`src/rtl/mem_arbiter_if.sv`:
```
// Bundle of the IF, LS and memory-side signals around mem_arbiter.
// Handshake: a requester holds req/addr/we/wdata stable until it sees gnt=1, which means accepted this cycle.
// A granted read returns one cycle later as a single rvalid pulse with rdata.
interface mem_arbiter_if #(
  parameter int ADDR_W = 32,
  parameter int DATA_W = 32
) ();
  logic              if_req;
  logic [ADDR_W-1:0] if_addr;
  logic              if_gnt;
  logic              if_rvalid;
  logic [DATA_W-1:0] if_rdata;

  logic              ls_req;
  logic              ls_we;
  logic [ADDR_W-1:0] ls_addr;
  logic [DATA_W-1:0] ls_wdata;
  logic              ls_gnt;
  logic              ls_rvalid;
  logic [DATA_W-1:0] ls_rdata;

  logic              mem_EN;
  logic              mem_RW;
  logic [ADDR_W-1:0] mem_addr;
  logic [DATA_W-1:0] mem_wdata;
  logic [DATA_W-1:0] mem_rdata;

  modport slave (
    input  if_req, if_addr, ls_req, ls_we, ls_addr, ls_wdata, mem_rdata,
    output if_gnt, if_rvalid, if_rdata, ls_gnt, ls_rvalid, ls_rdata,
           mem_EN, mem_RW, mem_addr, mem_wdata
  );

  modport master (
    output if_req, if_addr, ls_req, ls_we, ls_addr, ls_wdata, mem_rdata,
    input  if_gnt, if_rvalid, if_rdata, ls_gnt, ls_rvalid, ls_rdata,
           mem_EN, mem_RW, mem_addr, mem_wdata
  );
endinterface

```
`src/rtl/mem_arbiter.sv`:
```
// Two-requester arbiter (IF read-only, LS read/write) for a single-port synchronous memory.
// Default: fixed LS priority with IF anti-starvation; define ARB_ROUND_ROBIN_EN for round-robin.
module mem_arbiter #(
  parameter int DATA_W     = 32,
  parameter int ADDR_W     = 32,
  parameter int MAX_STARVE = 4
) (
  input logic          clk,
  input logic          rst,
  mem_arbiter_if.slave bus
);

  logic              if_gnt;
  logic              ls_gnt;
  logic              if_win;
  logic              contended;
  logic              mem_rw;
  logic [ADDR_W-1:0] mem_addr;
  logic [DATA_W-1:0] mem_wdata;
  logic              rd_if_q, rd_if_d;
  logic              rd_ls_q, rd_ls_d;

  assign contended = bus.if_req & bus.ls_req;

`ifdef ARB_ROUND_ROBIN_EN
  // rr_ptr: 0 = IF first, 1 = LS first; moves to the loser after each contended grant.
  logic rr_ptr_q, rr_ptr_d;

  always_comb begin
    if_win   = ~rr_ptr_q;
    rr_ptr_d = rr_ptr_q;
    if (contended & ~rst) rr_ptr_d = ~rr_ptr_q;
  end

  always_ff @(posedge clk) begin
    if (rst) rr_ptr_q <= 1'b0;
    else     rr_ptr_q <= rr_ptr_d;
  end
`else
  localparam logic [3:0] MAX_STARVE_C = 4'(MAX_STARVE);
  logic [3:0] starve_cnt_q, starve_cnt_d;

  // Counts consecutive cycles IF was denied; at the limit IF takes the next contention.
  always_comb begin
    if_win       = (starve_cnt_q == MAX_STARVE_C);
    starve_cnt_d = 4'd0;
    if (bus.if_req & ~if_gnt) starve_cnt_d = starve_cnt_q + 4'd1;
  end

  always_ff @(posedge clk) begin
    if (rst) starve_cnt_q <= 4'd0;
    else     starve_cnt_q <= starve_cnt_d;
  end
`endif

  always_comb begin
    if_gnt = ~rst & bus.if_req & (~bus.ls_req | if_win);
    ls_gnt = ~rst & bus.ls_req & ~if_gnt;
  end

  always_comb begin
    mem_rw    = 1'b0;
    mem_addr  = '0;
    mem_wdata = '0;
    if (ls_gnt) begin
      mem_rw    = bus.ls_we;
      mem_addr  = bus.ls_addr;
      mem_wdata = bus.ls_wdata;
    end else if (if_gnt) begin
      mem_addr  = bus.if_addr;
    end
  end

  // Owner tag for the read in flight; the memory returns data exactly one cycle later.
  always_comb begin
    rd_if_d = if_gnt;
    rd_ls_d = ls_gnt & ~bus.ls_we;
  end

  always_ff @(posedge clk) begin
    if (rst) begin
      rd_if_q <= 1'b0;
      rd_ls_q <= 1'b0;
    end else begin
      rd_if_q <= rd_if_d;
      rd_ls_q <= rd_ls_d;
    end
  end

  assign bus.if_gnt    = if_gnt;
  assign bus.ls_gnt    = ls_gnt;
  assign bus.mem_EN    = if_gnt | ls_gnt;
  assign bus.mem_RW    = mem_rw;
  assign bus.mem_addr  = mem_addr;
  assign bus.mem_wdata = mem_wdata;
  assign bus.if_rvalid = rd_if_q;
  assign bus.ls_rvalid = rd_ls_q;
  assign bus.if_rdata  = bus.mem_rdata;
  assign bus.ls_rdata  = bus.mem_rdata;

endmodule

```
`src/flat_wrapper.sv`:
```
// flat-port wrapper written by rule: the top's interface ports become plain ports
module mem_arbiter_flat 
#(
  parameter int DATA_W     = 32,
  parameter int ADDR_W     = 32,
  parameter int MAX_STARVE = 4
)
  (clk, rst, bus_if_req, bus_if_addr, bus_ls_req, bus_ls_we, bus_ls_addr, bus_ls_wdata, bus_mem_rdata, bus_if_gnt, bus_if_rvalid, bus_if_rdata, bus_ls_gnt, bus_ls_rvalid, bus_ls_rdata, bus_mem_EN, bus_mem_RW, bus_mem_addr, bus_mem_wdata);
  mem_arbiter_if #(.ADDR_W(ADDR_W), .DATA_W(DATA_W)) bus_i ();
  input logic clk;
  input logic rst;
  input wire logic [$bits(bus_i.if_req)-1:0] bus_if_req;
  input wire logic [$bits(bus_i.if_addr)-1:0] bus_if_addr;
  input wire logic [$bits(bus_i.ls_req)-1:0] bus_ls_req;
  input wire logic [$bits(bus_i.ls_we)-1:0] bus_ls_we;
  input wire logic [$bits(bus_i.ls_addr)-1:0] bus_ls_addr;
  input wire logic [$bits(bus_i.ls_wdata)-1:0] bus_ls_wdata;
  input wire logic [$bits(bus_i.mem_rdata)-1:0] bus_mem_rdata;
  output wire logic [$bits(bus_i.if_gnt)-1:0] bus_if_gnt;
  output wire logic [$bits(bus_i.if_rvalid)-1:0] bus_if_rvalid;
  output wire logic [$bits(bus_i.if_rdata)-1:0] bus_if_rdata;
  output wire logic [$bits(bus_i.ls_gnt)-1:0] bus_ls_gnt;
  output wire logic [$bits(bus_i.ls_rvalid)-1:0] bus_ls_rvalid;
  output wire logic [$bits(bus_i.ls_rdata)-1:0] bus_ls_rdata;
  output wire logic [$bits(bus_i.mem_EN)-1:0] bus_mem_EN;
  output wire logic [$bits(bus_i.mem_RW)-1:0] bus_mem_RW;
  output wire logic [$bits(bus_i.mem_addr)-1:0] bus_mem_addr;
  output wire logic [$bits(bus_i.mem_wdata)-1:0] bus_mem_wdata;
  assign bus_i.if_req = bus_if_req;
  assign bus_i.if_addr = bus_if_addr;
  assign bus_i.ls_req = bus_ls_req;
  assign bus_i.ls_we = bus_ls_we;
  assign bus_i.ls_addr = bus_ls_addr;
  assign bus_i.ls_wdata = bus_ls_wdata;
  assign bus_i.mem_rdata = bus_mem_rdata;
  assign bus_if_gnt = bus_i.if_gnt;
  assign bus_if_rvalid = bus_i.if_rvalid;
  assign bus_if_rdata = bus_i.if_rdata;
  assign bus_ls_gnt = bus_i.ls_gnt;
  assign bus_ls_rvalid = bus_i.ls_rvalid;
  assign bus_ls_rdata = bus_i.ls_rdata;
  assign bus_mem_EN = bus_i.mem_EN;
  assign bus_mem_RW = bus_i.mem_RW;
  assign bus_mem_addr = bus_i.mem_addr;
  assign bus_mem_wdata = bus_i.mem_wdata;
  mem_arbiter #(.DATA_W(DATA_W), .ADDR_W(ADDR_W), .MAX_STARVE(MAX_STARVE)) u_core (.clk(clk), .rst(rst), .bus(bus_i));
endmodule
```
`config.mk`:
```
export PLATFORM = sky130hd
export DESIGN_NAME = mem_arbiter_flat
export DESIGN_NICKNAME = d
export VERILOG_FILES = /design/src/rtl/mem_arbiter_if.sv /design/src/rtl/mem_arbiter.sv /design/src/flat_wrapper.sv
export SDC_FILE = /design/constraint.sdc
export NUM_CORES = 1
export LEC_CHECK = 0
export BUFFER_PORTS_ARGS = -buffer_cell sky130_fd_sc_hd__buf_2
export CORE_AREA = 2 2 103 105
export CTS_CLUSTER_DIAMETER = 40
export CTS_CLUSTER_SIZE = 14
export DETAILED_ROUTE_END_ITERATION = 8
export DIE_AREA = 0 0 105 107
export GPL_ROUTABILITY_DRIVEN = 0
export PLACE_DENSITY = 0.58
export REMOVE_ABC_BUFFERS = 1
export SLEW_MARGIN = 15
export SYNTH_ARGS = -nofsm -noshare
export SYNTH_HDL_FRONTEND = slang
export SYNTH_SLANG_ARGS = --single-unit
export TNS_END_PERCENT = 50
```
`constraint.sdc`:
```
create_clock -name clk -period 1.8 [get_ports clk]
set_input_delay 0.36 -clock clk [delete_from_list [all_inputs] [get_ports clk]]
set_output_delay 0.36 -clock clk [all_outputs]
set_load 0.05 [all_outputs]
```
==> impl_metrics.py <==
metrics = {
    "sta": {
        "setup_ws_ns": -0.4279,
        "relSlewSlack_pct": 81.88,
        "worst_slew_pin_slew_ns": 0.2736,
        "fin_tns_setup_ns": -24.46,
        "maxClockFrequency_mhz": 448.9,
        "setup_viol": 67,
        "finalMaxSlewViolations": 0,
        "hold_violations": 0,
        "period_share_pct": 123.8,
        "fin_crit_ns": 2.228,
        "fin_skew_ns": 0.002170,
        "rsz0062_at_grt": "yes",
    },
    "cells_and_area": {
        "fin_util_pct": 27.50,
        "design_area_sq_um": 2775,
        "layout_common_cells": "103 x buf_2, 62 x buf_6, 29 x a22o_1",
        "final_cells": 427,
        "mostFrequentLayoutCell": "buf_2",
        "layout.nets": 427,
        "drive_gt1_share_pct": 80.00,
        "syn_to_final_growth_pct": 105.9,
    },
    "global_route": {
        "grt-ovfl-total": 0,
        "grt_max_degree": 34,
        "grt_pass1_vias": 1922,
        "antenna_found_initial": 2,
        "grt_usage_pct": 14.14,
        "grt_pass1_wl_microns": 11610,
    },
    "setup_path": {
        "worst_setup_path_end_kind": "primary output",
        "r2r_slack_ns": 0.31,
        "crit_arrival_ns": 1.87,
        "r2r-end": "u_core.bus.ls_rvalid$_SDFF_PP0_",
        "reg2regPathDepth": 7,
        "path_class": "reg -> out",
        "worstPathMaxFanout": 17,
        "start_kind": "register",
        "reg2reg_from": "u_core.starve_cnt_q[0]$_SDFF_PP0_",
        "required_ns": 1.44,
        "critPathLaunch": "u_core.starve_cnt_q[0]$_SDFF_PP0_",
    },
    "placed_design": {
        "post-place-cells": 410,
        "port-buffer-count": 170,
        "place_area_sq_um": 2011,
        "post-dp-hpwl_microns": 6470,
    },
    "route": {
        "drt-wirelength-per-cell_microns": 20.44,
        "drc": 0,
        "viasPerCell": 4.126,
        "ant_nets": 0,
        "wirelength_microns": 8727,
        "vias": 1762,
        "drtIter0Drc": 71,
        "drtPass1Iterations": 4,
    },
    "clock_network": {
        "h-tree-depth": 1,
        "cts_tree": "yes",
        "clkSinkCount": 6,
        "clock-root-buffer": "clkbuf_8",
        "insertion_delay_ns": 0.22,
        "path_clk_slew_ns": 0.04,
        "clock_path_buffers": 2,
        "numCtsBuffers": 3,
        "ctsHoldBuffers": 0,
    },
    "die": {
        "num_rows": 37,
        "dieWidth_microns": 105,
        "die_area_sq_um": 11240,
        "start_util_pct": 13.35,
        "dieHeight_microns": 107,
        "core-area_sq_um": 10090,
        "ioPinCount": 267,
    },
    "synthesis": {
        "synth_seq_area_share_pct": 8.914,
        "syn_area_sq_um": 1348,
        "synth_warnings": 0,
        "synthTopCellsByArea": "buf_4 36%, a22o_1 19%, and2_1 15%",
        "yosysTopAreaCell": "buf_4",
        "synth_seq_cells": 6,
        "syn-mean-instance-area_sq_um": 8.069,
        "synth_top_area_share_pct": 35.65,
        "syn-instance-count": 167,
        "yosysUniqueCellTypes": 19,
    },
    "run_status": {
        "violations": "setup timing",
        "run_status": "complete, but fails checks",
    },
    "pwr": {
        "p_per_area_nw_per_um2": 412.4,
        "finalPower_uw": 1144,
        "leakagePower_uw": 0.001417,
        "ir_drop_mv": 0.2153,
    },
    "hold_path": {
        "hold_end": "u_core.bus.ls_rvalid$_SDFF_PP0_",
        "min_from": "bus_ls_we",
        "hold_depth": 2,
        "hold_path.class": "in -> reg",
    },
    "flow_run": {
        "max_cap_violations": 0,
    },
}
## flip-flops by register name (all words and copies together), names as in the netlist
signal                count
u_core.bus.ls_rvalid      1
u_core.starve_cnt_q       4
u_core.bus.if_rvalid      1
## layout make-up
type / instances / area [sq um]
timing repair buffer: 194 / 1687
multi-input combinational: 82 / 733.2
sequential: 6 / 122.6
inverter: 5 / 18.77
clock buffer: 3 / 41.29
fill: 1113 / 7317
antenna: 1 / 2.502
tap: 136 / 170.2
## kinds of logic after synthesis
kind of cell    Yosys count  synth area share, %
buf+inv                  79                43.73
simple gates             43                19.78
compound gates           35                24.42
flops                     6                8.914
xor+xnor                  2                1.300
fa+ha+maj                 2                1.857
## where the power goes
part	leakage [uW]	switching [uW]	internal (uW)
clock	0.0000216	56.6	144
combinational	0.00135	448	359
sequential	0.0000497	1.04	137
## per-layer routing
metal / vias up / global-route usage, % / part of all wire (%)
met3: 8 / 13.98 / 21
met2: 191 / 19.29 / 40
met5: - / 11.43 / 1.3
li1: 747 / - / -
met4: 6 / 0.8571 / 0.52
met1: 810 / 15.49 / 37
## worst max path at each step
stage,depth (start not counted),end,slack [ns]
floorplan,5,bus_mem_addr[10],-0.94
global placement,7,bus_mem_addr[7],-0.14
detailed placement,7,bus_mem_addr[7],-0.23
CTS,9,bus_mem_addr[10],-0.37
global route,9,bus_mem_addr[2],-0.49
finish,8,bus_mem_addr[31],-0.43
## stage by stage
stage               setup WS [ns]  hold slack [ns]
floorplan                 -0.9384           0.4300
global placement          -0.1407           0.5022
detailed placement        -0.2345           0.5180
CTS                       -0.3693           0.3049
global route              -0.4914           0.3022
finish                    -0.4279           0.3050
## cell usage after synthesis
cell type  number
buf_4          64
and2_1         33
a22o_1         29
buf_6           7
dfxtp_1         6
nor2_1          6
inv_1           5
a22o_2          3
clkbuf_1        3
ha_1            2
a211oi_1        1
a211oi_4        1
nand3_1         1
nand3b_4        1
nand4_1         1
nor2b_1         1
o211a_4         1
xnor2_1         1
xor2_1          1
## timing repair
action / in CTS / in global routing
endpoints found under the setup margin: 67 / 67
buffers inserted: 6 / 3
resized for setup: 159 / 15
pin swaps: 30 / 6
cloned: 3 / 4
## critical path, cell delays in order (launching register included)
cell	delay, ns
dfxtp_2	0.31
inv_2	0.07
ha_4	0.15
nand3b_4	0.10
buf_4	0.15
o211a_4	0.31
buf_12	0.18
a22o_4	0.22
buf_8	0.15
Power figures use the tool's default switching activity.
